--- config.mk ---
export PLATFORM = sky130hd
export DESIGN_NAME = mul8_share_arbiter
export DESIGN_NICKNAME = d
export VERILOG_FILES = /design/src/rtl/mul8_arb_pkg.sv /design/src/rtl/rr_arbiter.sv /design/src/rtl/mul8_share_arbiter.sv
export SDC_FILE = /design/constraint.sdc
export NUM_CORES = 1
export LEC_CHECK = 0
export CELL_PAD_IN_SITES_DETAIL_PLACEMENT = 1
export CELL_PAD_IN_SITES_GLOBAL_PLACEMENT = 1
export CORE_ASPECT_RATIO = 1.25
export CORE_MARGIN = 2
export CORE_UTILIZATION = 35
export DETAILED_ROUTE_END_ITERATION = 16
export DONT_BUFFER_PORTS = 1
export HOLD_SLACK_MARGIN = 0.03
export PLACE_DENSITY = 0.6
export SLEW_MARGIN = 10
export SYNTH_ARGS = -nofsm -noshare
export SYNTH_HDL_FRONTEND = slang
export SYNTH_SLANG_ARGS = --single-unit
--- constraint.sdc ---
create_clock -name clk -period 6 [get_ports clk]
set_input_delay 0.3 -clock clk [delete_from_list [all_inputs] [get_ports clk]]
set_output_delay 0.3 -clock clk [all_outputs]
set_load 0.02 [all_outputs]
--- src/rtl/mul8_arb_pkg.sv ---
// Shared constants and operand/product types for the multiplier-sharing arbiter.
package mul8_arb_pkg;

  localparam int unsigned MUL_W        = 8;
  localparam int unsigned PROD_W       = 16;
  localparam int unsigned NREQ_DEFAULT = 4;

  typedef logic signed [MUL_W-1:0]  mul_op_t;
  typedef logic signed [PROD_W-1:0] mul_prod_t;

endpackage

--- src/rtl/rr_arbiter.sv ---
// Wrap-around priority search starting at ptr; returns one-hot grant, its index and an any-grant flag.
module rr_arbiter
  import mul8_arb_pkg::*;
#(
  parameter  int unsigned NREQ = NREQ_DEFAULT,
  localparam int unsigned IDW  = $clog2(NREQ)
) (
  input  logic [NREQ-1:0] req,
  input  logic [IDW-1:0]  ptr,
  output logic [NREQ-1:0] grant,
  output logic [IDW-1:0]  grant_idx,
  output logic            any
);

  always_comb begin
    int unsigned sum;
    logic [IDW-1:0] cand;
    grant     = '0;
    grant_idx = '0;
    any       = 1'b0;
    sum       = 0;
    cand      = '0;
    for (int unsigned k = 0; k < NREQ; k++) begin
      sum = 32'(ptr) + k;
      if (sum >= NREQ) sum = sum - NREQ;
      cand = IDW'(sum);
      if (!any && req[cand]) begin
        grant[cand] = 1'b1;
        grant_idx   = cand;
        any         = 1'b1;
      end
    end
  end

endmodule

--- src/rtl/mul8_share_arbiter.sv ---
// Round-robin sharing of one signed 8x8 multiplier between NREQ requesters, id-tagged responses.
// MUL8_SHARE_ARBITER_BYPASS_S2_EN removes the output register stage (latency 1 instead of 2).
module mul8_share_arbiter
  import mul8_arb_pkg::*;
#(
  parameter  int unsigned NREQ = NREQ_DEFAULT,
  localparam int unsigned IDW  = $clog2(NREQ)
) (
  input  logic                    clk,
  input  logic                    rst,
  input  logic [NREQ-1:0]         req_valid,
  output logic [NREQ-1:0]         req_ready,
  input  logic [NREQ*MUL_W-1:0]   req_a,
  input  logic [NREQ*MUL_W-1:0]   req_b,
  output logic                    resp_valid,
  output logic [IDW-1:0]          resp_id,
  output logic [PROD_W-1:0]       resp_prod,
  output logic                    busy
);

  logic [IDW-1:0]  ptr;
  logic [NREQ-1:0] grant;
  logic [IDW-1:0]  grant_idx;
  logic            any;
  logic            xfer;

  mul_op_t         lane_a [NREQ];
  mul_op_t         lane_b [NREQ];

  mul_op_t         a1, b1;
  logic [IDW-1:0]  id1;
  logic            v1;
  mul_prod_t       prod;

  rr_arbiter #(.NREQ(NREQ)) u_arb (
    .req       (req_valid),
    .ptr       (ptr),
    .grant     (grant),
    .grant_idx (grant_idx),
    .any       (any)
  );

  assign req_ready = rst ? '0 : grant;
  assign xfer      = any & ~rst;

  always_comb begin
    for (int unsigned i = 0; i < NREQ; i++) begin
      lane_a[i] = req_a[i*MUL_W +: MUL_W];
      lane_b[i] = req_b[i*MUL_W +: MUL_W];
    end
  end

  always_ff @(posedge clk) begin
    if (rst) begin
      ptr <= '0;
    end else if (xfer) begin
      ptr <= (32'(grant_idx) == NREQ - 1) ? '0 : grant_idx + 1'b1;
    end
  end

  always_ff @(posedge clk) begin
    if (rst) begin
      v1  <= 1'b0;
      a1  <= '0;
      b1  <= '0;
      id1 <= '0;
    end else begin
      v1 <= xfer;
      if (xfer) begin
        a1  <= lane_a[grant_idx];
        b1  <= lane_b[grant_idx];
        id1 <= grant_idx;
      end
    end
  end

  // Shared signed multiplier; sign-extended operands give the full 16-bit product.
  assign prod = mul_prod_t'(a1) * mul_prod_t'(b1);

`ifdef MUL8_SHARE_ARBITER_BYPASS_S2_EN
  assign resp_valid = v1;
  assign resp_id    = id1;
  assign resp_prod  = prod;
  assign busy       = v1;
`else
  logic v2;

  always_ff @(posedge clk) begin
    if (rst) begin
      v2        <= 1'b0;
      resp_id   <= '0;
      resp_prod <= '0;
    end else begin
      v2 <= v1;
      if (v1) begin
        resp_id   <= id1;
        resp_prod <= prod;
      end
    end
  end

  assign resp_valid = v2;
  assign busy       = v1 | v2;
`endif

endmodule

# Yosys cells after proc, flatten, opt, wreduce, memory -nomap -nowiden
# Index checks and enable logic that the tools add are counted.
# op_classes
mux	40
eq_ne	1
bitwise_logic	7
mul	1
n_addsub	8
magnitude_cmp	13
n_reduce_logical	10
# op_table
cell	n
$bmux W8 S2	2
$mux W8	4
$mux W4	5
$mux W2	9
$mul A8 B8 Y16	1
$ge A3 B3 Y1 const B	4
$lt A2 B3 Y1 const B	4
$mux W1	12
$or A4 B4 Y4	3
$bmux W1 S2	4
$demux W1 S2	4
$ge A2 B1 Y1 const B	4
$sub A2 B1 Y2 const B	4
$logic_and A1 B1 Y1	7
$add A2 B2 Y3 const B	2
$add A2 B1 Y3 const B	1
$ge A2 B3 Y1 const B	1
$logic_not A1 Y1	3
$not A2 Y3	1
$add A2 B1 Y2 const B	1
$eq A2 B2 Y1 const B	1
$and A1 B1 Y1	1
$not A1 Y1	1
$or A1 B1 Y1	1
# word_totals
elab_cells	88
out_inout_bits	24
ff_bits	40
inputBits	70

# Longest topological paths before layout
# Gate-level depths: netlist of run 1.
# logic_depth
ltp_word	18
ltp_mapped	16
ltp_nobuf	16

# By module
# From an unflattened synthesis of run 1, not the netlist that was laid out.
# unflattened
cells_unflattened	486
hier_area_um2	4757.1
# modules_own_cells
module	seq_area_each_um2	instances	area_each_um2	cells_each
mul8_share_arbiter	800.8	1	4335.4	441
rr_arbiter	0.0	1	421.7	45

# Worst setup path after synthesis of run 1
# OpenSTA, ideal clock, no wires.
# synth_timing
path_type	reg2reg
from	reg b1[7]
to	reg resp_prod[13]
stages_incl_launch_ff	14
synth_period_minus_slack_ns	4.346
path_buffers	0
setup_ns	0.127
t_arrival_ns	4.219
required_ns	5.873
path_slack_ns	1.654
path_cell_list	dfxtp_1 -> nor2b_1 -> fa_1 -> fa_1 -> fa_1 -> inv_1 -> fa_1 -> inv_1 -> ha_1 -> a2111oi_0 -> o21a_1 -> o31ai_1 -> nor4bb_1 -> or3_1
# synth_between
elab_chain_len	1
# synth_lines
item	line_no	text
from (decl)	mul8_share_arbiter.sv:30	mul_op_t a1, b1;
from (signal assigned)	mul8_share_arbiter.sv:71	b1 <= lane_b[grant_idx];
$mul A8 B8 Y16	mul8_share_arbiter.sv:78	assign prod = mul_prod_t'(a1) * mul_prod_t'(b1);
to (signal assigned)	mul8_share_arbiter.sv:97	resp_prod <= prod;
to (decl)	mul8_share_arbiter.sv:17	output logic [PROD_W-1:0] resp_prod,
# No other way between the ends.
# A chain may end at the register's enable or synchronous reset.

# Worst setup path in the final report of run 1
# Same ends and word-level chain as after synthesis.

==> results of run 1 <==
[cells by family after synthesis]
family | count (synthesis)
and+or+nand+nor | 266
AOI/OAI and AO/OA | 148
buffers and inverters | 139
adders and majority gates | 92
DFF | 40
muxes | 23
xor gates and xnor gates | 12
[per-stage QoR]
step | setup WS, ps | utilization | hold WS [ps] | total power, mW | instance area, um2
3_3_place_gp | 1460 | 0.367 | 376 | 3.28 | 5760
6_report | 1260 | 0.376 | 67.6 | 3.63 | 5910
3_5_place_dp | 1280 | 0.367 | 378 | 3.38 | 5760
2_1_floorplan | 1650 | - | 436 | 2.78 | 5640
5_1_grt | 981 | 0.376 | 63.8 | 4.12 | 5910
4_1_cts | 1260 | 0.376 | 66.5 | 3.69 | 5910
[layout by cell type (no fill, tap or decap), drive strengths merged, types with 2 or more instances in the layout]
master	Yosys	final
mux4	3	3
o211ai	2	2
mux2	5	5
o31ai	2	2
fa	55	55
nor4	2	2
a211o	2	2
a22oi	2	2
nand4	14	14
ha	37	37
a21oi	73	73
a31o	2	2
a221o	4	4
or3	4	4
nor2b	8	8
clkinvlp	0	2
xnor2	11	11
and2	44	44
o21ai	42	42
nor3	86	86
dfxtp	40	40
nor2	22	22
nand3b	15	15
nor3b	6	6
inv	90	90
nand3	31	31
buf	22	9
a211oi	3	3
nand2b	6	6
mux2i	15	15
o21a	6	6
nand2	25	25
clkbuf	27	6
[final cells by class]
| cell class | instances | area [um2] | area share |
|---|---|---|---|
| Clock buffer | 6 | 139 | 0.0235 |
| Tap cell | 212 | 265 | 0.0449 |
| Multi-Input combinational cell | 541 | 4280 | 0.725 |
| Clock inverter | 2 | 15.0 | 0.00254 |
| Sequential cell | 40 | 802 | 0.136 |
| Timing Repair Buffer | 9 | 67.6 | 0.0114 |
| Inverter | 90 | 338 | 0.0572 |
[routing by layer]
| layer | vias up | global-route usage | wire length [um] |
|---|---|---|---|
| met4 | 0 | 0.0380 | 204 |
| li1 | 2400 | - | - |
| met1 | 2429 | 0.228 | 6940 |
| met5 | - | 0 | 0 |
| met2 | 102 | 0.350 | 8340 |
| met3 | 13 | 0.0337 | 725 |
[report_power, final]
part / internal, mW / leakage (nW) / switching, mW
combinational: 1.14 / 2.04 / 1.66
sequential: 0.360 / 0.331 / 0.176
clock: 0.166 / 0.0691 / 0.122
[worst max path at each step]
stage | startpoint | endpoint | slack, ps | cells after the start
2_1_floorplan | b1[7]$_SDFFE_PP0P_ | resp_prod[13]$_SDFFE_PP0P_ | 1650 | 13
3_3_place_gp | b1[7]$_SDFFE_PP0P_ | resp_prod[13]$_SDFFE_PP0P_ | 1460 | 13
3_5_place_dp | b1[7]$_SDFFE_PP0P_ | resp_prod[13]$_SDFFE_PP0P_ | 1280 | 13
4_1_cts | b1[7]$_SDFFE_PP0P_ | resp_prod[13]$_SDFFE_PP0P_ | 1260 | 13
5_1_grt | b1[7]$_SDFFE_PP0P_ | resp_prod[13]$_SDFFE_PP0P_ | 980 | 13
6_report | b1[7]$_SDFFE_PP0P_ | resp_prod[13]$_SDFFE_PP0P_ | 1260 | 13
[sequential cells by signal, indices dropped and copies added (netlist names), named ones only]
signal / flops
a1: 8
b1: 8
id1: 2
ptr: 1
resp_id: 2
resp_prod: 16
resp_valid: 1
v1: 1
==> key figures, run 1 <==
Worst setup path
  • Most used cell, CP: fa_1
  • Worst Path Max Fanout: 10
  • Worst path bufs/invs: 2
  • Worst r2r path cells: 13
  • Reg2Reg Setup Slack: 1260 ps
  • Slowest stage cell, crit path: fa_1
  • Arrival time at the worst endpoint: between 4000 and 5000 ps
  • Critical R2R Launch: b1[7]$_SDFFE_PP0P_
  • Worst Setup End Kind: flip-flop
  • Crit start category: flip-flop
  • Family with the most delay on the worst path: adder cells
  • Slowest stage delay, CP: between 500 and 600 ps
  • Worst r2r dst: resp_prod[13]$_SDFFE_PP0P_
  • Worst Path Required: roughly 6200 ps
  • CP Class: flip-flop to flip-flop
  • Cells along the critical path: nor2b_1, fa_1, fa_1, fa_1, inv_1, fa_1, inv_1, ha_1, a2111oi_0, o21a_1, o31ai_1, nor4bb_1, or3_1

Synthesis
  • Syn avg cell area: slightly below 8 um2
  • Mux cell area share after synthesis: 0.0492
  • Post-synthesis compound-gate area fraction: 0.156
  • Synth async-reset ratio: 0
  • Post-synth EDFFs: 0
  • Synth cell count leaders: 90 x inv_1, 86 x nor3_1, 73 x a21oi_1, 55 x fa_1, 44 x and2_1
  • Area contributors post-synth: fa_1 20%, dfxtp_1 14%, ha_1 8.2%
  • Register area share after synthesis: 0.142
  • Synth Area in XOR/XNOR: 0.0186
  • Library cells used by synthesis: 57
  • Post-synth top area share: 0.195
  • Syn_nets: between 800 and 900
  • Post-synthesis simple-gate area fraction: 0.255
  • Cell Area, Synth: about 0.0056 mm2
  • Yosys Warn Count: 0
  • Synthesized-area fraction occupied by adder cells: 0.277
  • Area leader, netlist: fa_1
  • Most common cell in the synthesized netlist: inv_1
  • Most used flip-flop cell after synthesis: dfxtp_1
  • Yosys reg bits: 40
  • Syn Inst Count: 720
  • Largest family of logic cells by synthesized area: adder cells

Hold path
  • WHS Path Cells: 1
  • Hold EP: resp_prod[11]$_SDFFE_PP0P_
  • Worst hold start: rst
  • Worst hold path class: primary input to flip-flop

Routing
  • DRC: 0
  • Via Count: ~4900
  • Avg Vias per Cell: around 5.5
  • ANT nets after route: 0
  • First-pass iteration count of the detailed router: 4
  • DRT iter0 DRCs: 201
  • Detailed Route WL: 16200 um
  • Wire length per cell: around 18 um

Pwr
  • Leak: 2.44 nW
  • Worst vdd ir: 305 uV
  • Power Density: 614 mW/mm2

CTS
  • Clock-pin slew on the worst setup and hold paths: ~70 ps
  • H-tree lvl count: 2
  • Clock Path Buffers: 2
  • Hold_buf cts: 0
  • Worst-Skew Late Latency: just under 300 ps
  • Post-CTS Setup Bufs: 0
  • Clock Root Buffer: clkbuf_16
  • CTS tree: built
  • TritonCTS Buffers: 5
  • Clock Sinks: 40
  • # resized after CTS: 0

Global routing
  • First-pass GRT wire length: around 27000 um
  • Largest net degree at the start of global routing: 98
  • GRT overflow: 0
  • Vias in the first global route: approximately 5300
  • GRT Util Overall: 0.189
  • Initial antenna violation count: 0

Timing
  • Slew HR: 0.214
  • Fin crit period: ~4700 ps
  • Slew Viols, Final: 0
  • RSZ-0062 raised after global routing: no
  • Fmax: 211 MHz
  • Clk_skew: approximately 8 ps
  • Final Setup Violations: 0
  • Setup_tns: 0 ps
  • Final period util: 0.789
  • Measured slew at the worst slew-check pin: 1180 ps
  • Final hold vios: 0

Cells and area
  • Final cell count without fillers: 900
  • Nets: roughly 850
  • Diodes inserted: 0
  • Area delta synth->final: 4.70%
  • Ratio of cells with drive above 1 in the final layout: 0.0494
  • Fill cells: approximately 2000

Floorplanning
  • Std cell rows: between 50 and 60
  • Die W: around 120 um
  • DIE HEIGHT: between 100 and 150 um
  • Core ar.: 0.0157 mm2
  • IO Pins: 94
  • Starting Density: 0.360
  • Die ar.: ~0.017 mm2

Place
  • Inst Count DP: slightly below 900
  • Final Wtd Congestion: 0.842
  • Port bufs: 0
  • Hpwl dp: between 10000 and 15000 um

Status
  • Outcome: finished, final reports clean

Run
  • Total of max-cap violations: 0
Power figures use the tool's default switching activity.
==> run 2: changes to the inputs <==
Settings changed: PLACE_DENSITY 0.6 to 0.63.
Clock period 6 ns to 4.33 ns, I/O delays scaled along.
==> run 2 against run 1 <==
Against the previous run:
- power is 73% higher
- fmax increased by 13%
- critical endpoint unchanged
- clock power increased by 66%
- critical path depth grew 1
- combinational power is 81% higher
- sequential share of layout area decreased by 0.92 points
- largest cell class unchanged
- final area rose by 13%
- clock skew decreased by 3.3 ps
- core utilization grew 4.8 points
- routed wire length is 5.6% higher
- global-route usage grew 0.96 points
- register-to-register slack worse by 1100 ps
==> key figures, run 2 (synthesis gave the netlist of run 1 again) <==
Status
  • Outcome: finished, final reports clean

Floorplanning
  • DIE HEIGHT: 146 um (unchanged)
  • IO Pins: 94 (unchanged)
  • Die ar.: 0.0172 mm2 (unchanged)
  • Die W: 118 um (unchanged)
  • Starting Density: 0.360 (unchanged)
  • Core ar.: 0.0157 mm2 (unchanged)
  • Std cell rows: 51 (unchanged)

Run
  • Total of max-cap violations: 0 (unchanged)

Global routing
  • GRT Util Overall: 0.198 (+0.00964)
  • Vias in the first global route: 5643 (+6.0%)
  • Initial antenna violation count: 0 (unchanged)
  • First-pass GRT wire length: 28200 um (+4.1%)
  • GRT overflow: 0 (unchanged)
  • Largest net degree at the start of global routing: 66 (-33%)

Timing
  • Slew HR: 0.227 (+0.0131)
  • Fmax: 238 MHz (+13%)
  • Setup_tns: 0 ps (unchanged)
  • Clk_skew: 4.92 ps (-3.27 ps)
  • Fin crit period: 4210 ps (-530 ps)
  • Measured slew at the worst slew-check pin: 1160 ps (-19.6 ps)
  • Final hold vios: 0 (unchanged)
  • RSZ-0062 raised after global routing: no
  • Final Setup Violations: 0 (unchanged)
  • Hold WS: 39.6 ps (-28.0 ps)
  • Final period util: 0.971 (+0.182)
  • Slew Viols, Final: 0 (unchanged)

Routing
  • Wire length per cell: 17.7 um (-1.4%)
  • Avg Vias per Cell: 5.45 (-0.88%)
  • Via Count: 5249 (+6.2%)
  • DRT iter0 DRCs: 116 (-42%)
  • DRC: 0 (unchanged)
  • ANT nets after route: 0 (unchanged)
  • Detailed Route WL: 17100 um (+5.6%)
  • First-pass iteration count of the detailed router: 4 (unchanged)

CTS
  • Clock Sinks: 40 (unchanged)
  • Clock Path Buffers: 2 (unchanged)
  • CTS tree: built
  • H-tree lvl count: 2 (unchanged)
  • Worst-Skew Late Latency: 290 ps (about the same)
  • TritonCTS Buffers: 5 (unchanged)
  • Clock-pin slew on the worst setup and hold paths: 60 ps (about the same)
  • Clock Root Buffer: clkbuf_16

Worst setup path
  • Worst Path Max Fanout: 7 (-3)
  • Reg2Reg Setup Slack: 120 ps (-1140 ps)
  • Crit path launch: a1[7]$_SDFFE_PP0P_
  • Critical R2R Launch: a1[7]$_SDFFE_PP0P_
  • CP Class: flip-flop to flip-flop
  • Setup crit end: resp_prod[13]$_SDFFE_PP0P_
  • Crit start category: flip-flop
  • Worst Path Required: 4500 ps (-1680 ps)
  • Worst Setup End Kind: flip-flop
  • Arrival time at the worst endpoint: 4380 ps (-540 ps)
  • Worst r2r path cells: 14 (+1)
  • Worst r2r dst: resp_prod[13]$_SDFFE_PP0P_

Hold path
  • Worst hold path class: primary input to flip-flop

Cells and area
  • Nets: 914 (+7.7%)
  • Final cell count without fillers: 964 (+7.1%)
  • Most frequent cells in the layout: 86 x nor3_1, 81 x inv_1, 72 x a21oi_1
  • Max FFs per register: 16 (unchanged)
  • Area delta synth->final: 17.9%
  • Ratio of cells with drive above 1 in the final layout: 0.185 (+0.135)
  • Largest registers: resp_prod: 16 flops, a1: 8 flops, b1: 8 flops
  • Largest Register: resp_prod
  • Diodes inserted: 0 (unchanged)
  • Most common cell after layout, fill and taps aside: nor3_1

Place
  • Final Wtd Congestion: 0.846 (+0.56%)
  • Hpwl dp: 13000 um (+6.5%)
  • Inst Count DP: 946 (+6.1%)
  • Port bufs: 0 (unchanged)

Pwr
  • Power Density: 941 mW/mm2 (+53%)
  • Tot Pwr: 6.26 mW (+73%)
  • Leak: 2.82 nW (+15%)
  • Worst vdd ir: 313 uV (+2.6%)
==> run 2: changes by cell type in the layout (fill, tap and decap cells not counted), sizes merged <==
cell,change
buf,+56
bufinv,+2
clkbuf,-1
clkinvlp,-2
dlygate4sd3,+9
==> run 2: worst min path at each step <==
| stage | from | to | slack [ps] | cells past startpoint |
|---|---|---|---|---|
| after detailed placement | rst | resp_prod[11]$_SDFFE_PP0P_ | 290 | 1 |
| after global routing | rst | resp_prod[9]$_SDFFE_PP0P_ | 40 | 1 |
| after floorplan | req_b[15] | b1[7]$_SDFFE_PP0P_ | 390 | 2 |
| after CTS | rst | resp_prod[9]$_SDFFE_PP0P_ | 30 | 1 |
| after global placement | rst | flip-flop | 290 | 1 |
| final | rst | resp_prod[9]$_SDFFE_PP0P_ | 40 | 1 |
==> run 2: what timing repair did <==
action                                 CTS  global route
buffers inserted                         1             1
gates resized for setup                 25            44
pin swaps                                1            26
setup endpoints to repair                6             7
hold buffers                             9             0
endpoints found under the hold margin   17             0
==> run 2: routing by layer <==
metal / up-vias / track usage / share of wire
li1: 2528 / - / -
met1: 2589 / 0.227 / 0.41
met2: 111 / 0.375 / 0.53
met3: 21 / 0.0361 / 0.043
met4: 0 / 0.0542 / 0.016
met5: - / 0 / 0
==> run 2: worst max-delay path: stages, from the launching register on <==
cell and delay (ps):
dfxtp_4 380, buf_4 150, and2_1 190, fa_1 540
inv_1 60, fa_1 520, fa_1 440, fa_1 550
inv_1 40, ha_1 300, buf_4 150, a21oi_1 170
o31ai_2 100, nor4bb_1 150, or3_1 360
==> run 2: metrics by stage <==
stage	cell area, um2	setup WS (ps)	utilization
2_1_floorplan	5650	41.3	-
3_3_place_gp	6160	-138	0.393
3_5_place_dp	6160	-207	0.393
4_1_cts	6510	-25.2	0.415
5_1_grt	6660	6.79	0.424
6_report	6660	124	0.424
==> run 2: area by class of cell <==
class                      count  area (um2)
fill                        1915        9040
multi-input combinational    541        4440
sequential                    40         842
timing repair buffer          74         586
inverter                      90         338
tap                          212         265
clock buffer                   5         125
clock inverter                 2        60.1
==> run 2: power by group <==
group / internal (mW) / total (mW) / switching [mW]
logic: 2.35 / 5.06 / 2.71
clock network: 0.327 / 0.479 / 0.152
registers: 0.526 / 0.722 / 0.196
==> run 3: changes to the inputs <==
Settings changed: ABC_AREA set to 1, CELL_PAD_IN_SITES_DETAIL_PLACEMENT 1 to 0, CELL_PAD_IN_SITES_GLOBAL_PLACEMENT 1 to 2, CORE_UTILIZATION 35 to 32, PLACE_DENSITY 0.63 to 0.75, RECOVER_POWER set to 100.
==> run 3 against run 2 <==
Against the previous run:
- sequential power grew 5.1%
- clock skew is essentially flat
- fmax grew 1.8%
- synthesized area shrank 7.2%
- count of clock-buffer cells in the layout is the same
- synthesized cell count grew 8.9%
- final area shrank 9.8%
- routed wire length shrank 25%
- core utilization shrank 5.2 points
- clock power shrank 9.6%
==> key figures, run 3 <==
Cells and area
  • Most frequent cells in the layout: 241 x nand2_1, 182 x inv_1, 53 x fa_1
  • Most common cell after layout, fill and taps aside: nand2_1
  • Area delta synth->final: 14.6%
  • Fill cells: 1800 (-6.0%)
  • Diodes inserted: 0 (unchanged)
  • Nets: 960 (+5.0%)
  • Max FFs per register: 16 (unchanged)
  • Multi-input logic area: 0.00368 mm2 (-17%)
  • Largest registers: resp_prod: 16 flops, a1: 8 flops, b1: 8 flops
  • Largest Register: resp_prod
  • Ratio of cells with drive above 1 in the final layout: 0.139 (-0.0459)
  • Sequential cell area: 832 um2 (-1.2%)

Synthesis
  • Synth async-reset ratio: 0 (unchanged)
  • Most used flip-flop cell after synthesis: dfxtp_1
  • Library cells used by synthesis: 39 (-32%)
  • Area leader, netlist: fa_1
  • Syn_nets: 946 (+7.3%)
  • Syn avg cell area: 6.68 um2 (-15%)
  • Synth cell count leaders: 240 x nand2_1, 183 x inv_1, 55 x fa_1, 49 x nand3_1, 45 x nor2_1
  • Yosys Warn Count: 0 (unchanged)
  • Register area share after synthesis: 0.153 (+0.0110)
  • Area contributors post-synth: fa_1 21%, nand2_1 17%, dfxtp_1 15%
  • Cell Area, Synth: 0.00524 mm2 (-7.2%)
  • Post-synth EDFFs: 0 (unchanged)
  • Post-synth top area share: 0.210 (+0.0151)
  • Syn Inst Count: 784 (+8.9%)
  • Most common cell in the synthesized netlist: nand2_1
  • Yosys reg bits: 40 (unchanged)

Worst setup path
  • Worst Path Max Fanout: 4 (-3)
  • Worst Path Required: 4570 ps (+70 ps)
  • Crit start category: flip-flop
  • Slowest stage cell, crit path: fa_1
  • Arrival time at the worst endpoint: 4370 ps (about the same)
  • Slowest stage delay, CP: 540 ps (about the same)
  • Worst Setup End Kind: flip-flop
  • Most used cell, CP: inv_1
  • CP Class: flip-flop to flip-flop
  • Cells along the critical path: inv_2, or2_2, fa_2, fa_1, inv_1, fa_1, inv_1, fa_1, inv_1, ha_4, a21oi_2, o21ai_1, a21oi_2, o21bai_1, or2_2, nand3_1, o211ai_1, inv_1

CTS
  • TritonCTS Buffers: 5 (unchanged)
  • Clock Root Buffer: clkbuf_16
  • H-tree lvl count: 2 (unchanged)
  • CTS tree: built
  • Clock-pin slew on the worst setup and hold paths: 70 ps (about the same)
  • Clock Sinks: 40 (unchanged)
  • Worst-Skew Late Latency: 290 ps (about the same)
  • Clock Path Buffers: 2 (unchanged)

Status
  • Outcome: finished, final reports clean

Routing
  • DRT iter0 DRCs: 146 (+26%)
  • ANT nets after route: 0 (unchanged)
  • Via Count: 4504 (-14%)
  • Detailed Route WL: 12800 um (-25%)
  • Wire length per cell: 12.6 um (-29%)
  • Avg Vias per Cell: 4.44 (-19%)
  • First-pass iteration count of the detailed router: 4 (unchanged)
  • DRC: 0 (unchanged)

Global routing
  • Initial antenna violation count: 0 (unchanged)
  • GRT overflow: 0 (unchanged)
  • First-pass GRT wire length: 21500 um (-24%)
  • Largest net degree at the start of global routing: 36 (-45%)
  • Vias in the first global route: 4470 (-21%)
  • GRT Util Overall: 0.150 (-0.0488)

Timing
  • Clk_skew: 5.30 ps (+0.387 ps)
  • Fmax: 242 MHz (+1.8%)
  • Fin crit period: 4130 ps (-75.6 ps)
  • Measured slew at the worst slew-check pin: 998 ps (-162 ps)
  • Slew HR: 0.330 (+0.104)
  • Final period util: 0.954 (-0.0175)
  • Final Setup Violations: 0 (unchanged)
  • Final hold vios: 0 (unchanged)
  • Hold WS: 89.8 ps (+50.2 ps)
  • Slew Viols, Final: 0 (unchanged)

Floorplanning
  • Core ar.: 0.0161 mm2 (+2.8%)
  • DIE HEIGHT: 147 um (+0.72%)
  • Std cell rows: 52 (+2.0%)
  • IO Pins: 94 (unchanged)
  • Die W: 118 um (+0.72%)
  • Die ar.: 0.0174 mm2 (+1.5%)
  • Starting Density: 0.325 (-0.0350)

Place
  • Final Wtd Congestion: 0.828 (-2.2%)
  • Hpwl dp: 10600 um (-18%)
  • Port bufs: 0 (unchanged)

Pwr
  • Leak: 3.46 nW (+23%)
  • Tot Pwr: 4.63 mW (-26%)
  • Worst vdd ir: 416 uV (+33%)
  • Power Density: 771 mW/mm2 (-18%)

Run
  • Total of max-cap violations: 0 (unchanged)

Hold path
  • Worst hold path class: primary input to flip-flop
-- run 3: cell types whose count changed after synthesis, sizes merged, moves of 7 or more --
cell,before,now
nor2b,8,0
nor2,22,50
nand3b,15,0
xnor2,11,4
nand4,14,4
a21oi,73,13
and2,44,0
buf,22,9
nand2,25,253
nor3,86,2
mux2i,15,0
o21ai,42,23
inv,90,190
nand3,31,54
-- run 3: worst paths after layout --
path	cells after the start	to	start	slack (ps)
worst max-delay path	18	resp_prod[13]$_SDFFE_PP0P_	b1[7]$_SDFFE_PP0P_	200
worst min-delay path	3	resp_prod[7]$_SDFFE_PP0P_	rst	90
worst max register to register	18	resp_prod[13]$_SDFFE_PP0P_	b1[7]$_SDFFE_PP0P_	200
worst min register to register	2	id1[1]$_SDFFE_PP0P_	id1[1]$_SDFFE_PP0P_	470
-- run 3: power breakdown --
part	leakage, nW	switching, mW	internal [mW]
Clock	0.0798	0.162	0.271
Combinational	3.04	2.11	1.33
Sequential	0.337	0.230	0.529
-- run 3: layout make-up --
type	instances	area share
sequential	40	0.139
clock inverter	3	0.00709
inverter	191	0.121
multi-input combinational	521	0.614
tap	216	0.0450
clock buffer	5	0.0209
timing repair buffer	39	0.0540
-- run 3: worst max-delay path, delay by kind of cell (launching register included) --
| family | cells | cell delay, ps |
|---|---|---|
| adder cells (fa/ha/maj) | 5 | 2230 |
| AND/OR/NAND/NOR | 3 | 650 |
| AO/OA/AOI/OAI | 5 | 570 |
| flip-flops | 1 | 340 |
| buffers and inverters | 5 | 290 |
-- run 3: stage by stage --
| stage | utilization | std cells | instance area [um2] | setup WS (ps) | setup TNS (ps) |
|---|---|---|---|---|---|
| after floorplan | - | 784 | 5250 | 52.5 | 0 |
| final | 0.372 | 1015 | 6000 | 199 | 0 |
| after CTS | 0.359 | 1009 | 5790 | 17.3 | 0 |
| after detailed placement | 0.347 | 1000 | 5610 | -53.5 | -165 |
| after global routing | 0.372 | 1015 | 6000 | -16.9 | -28.6 |
| after global placement | 0.347 | 1000 | 5610 | -3.56 | -3.56 |
-- run 3: logic make-up after synthesis --
logic type / count (synthesis) / synth area share
AOI/OAI and AO/OA: 51 / 0.0585
DFF: 40 / 0.153
adders and majority gates: 92 / 0.299
buffers and inverters: 223 / 0.166
xor gates and xnor gates: 11 / 0.0184
and+or+nand+nor: 367 / 0.306
-- run 3: routing by layer --
metal  up-vias  global-route usage  share of wire
met2        87               0.268           0.50
met4         0              0.0298          0.013
li1       2324                   -              -
met5         -                   0              0
met3        12              0.0167          0.028
met1      2081               0.195           0.45
-- run 3: timing repair --
| action | in CTS | in global routing |
|---|---|---|
| hold buffers | 1 | 0 |
| endpoints found under the hold margin | 3 | 0 |
| pin swaps | 0 | 17 |
| gates resized for setup | 5 | 51 |
| setup buffers | 0 | 6 |
| setup endpoints to repair | 5 | 6 |
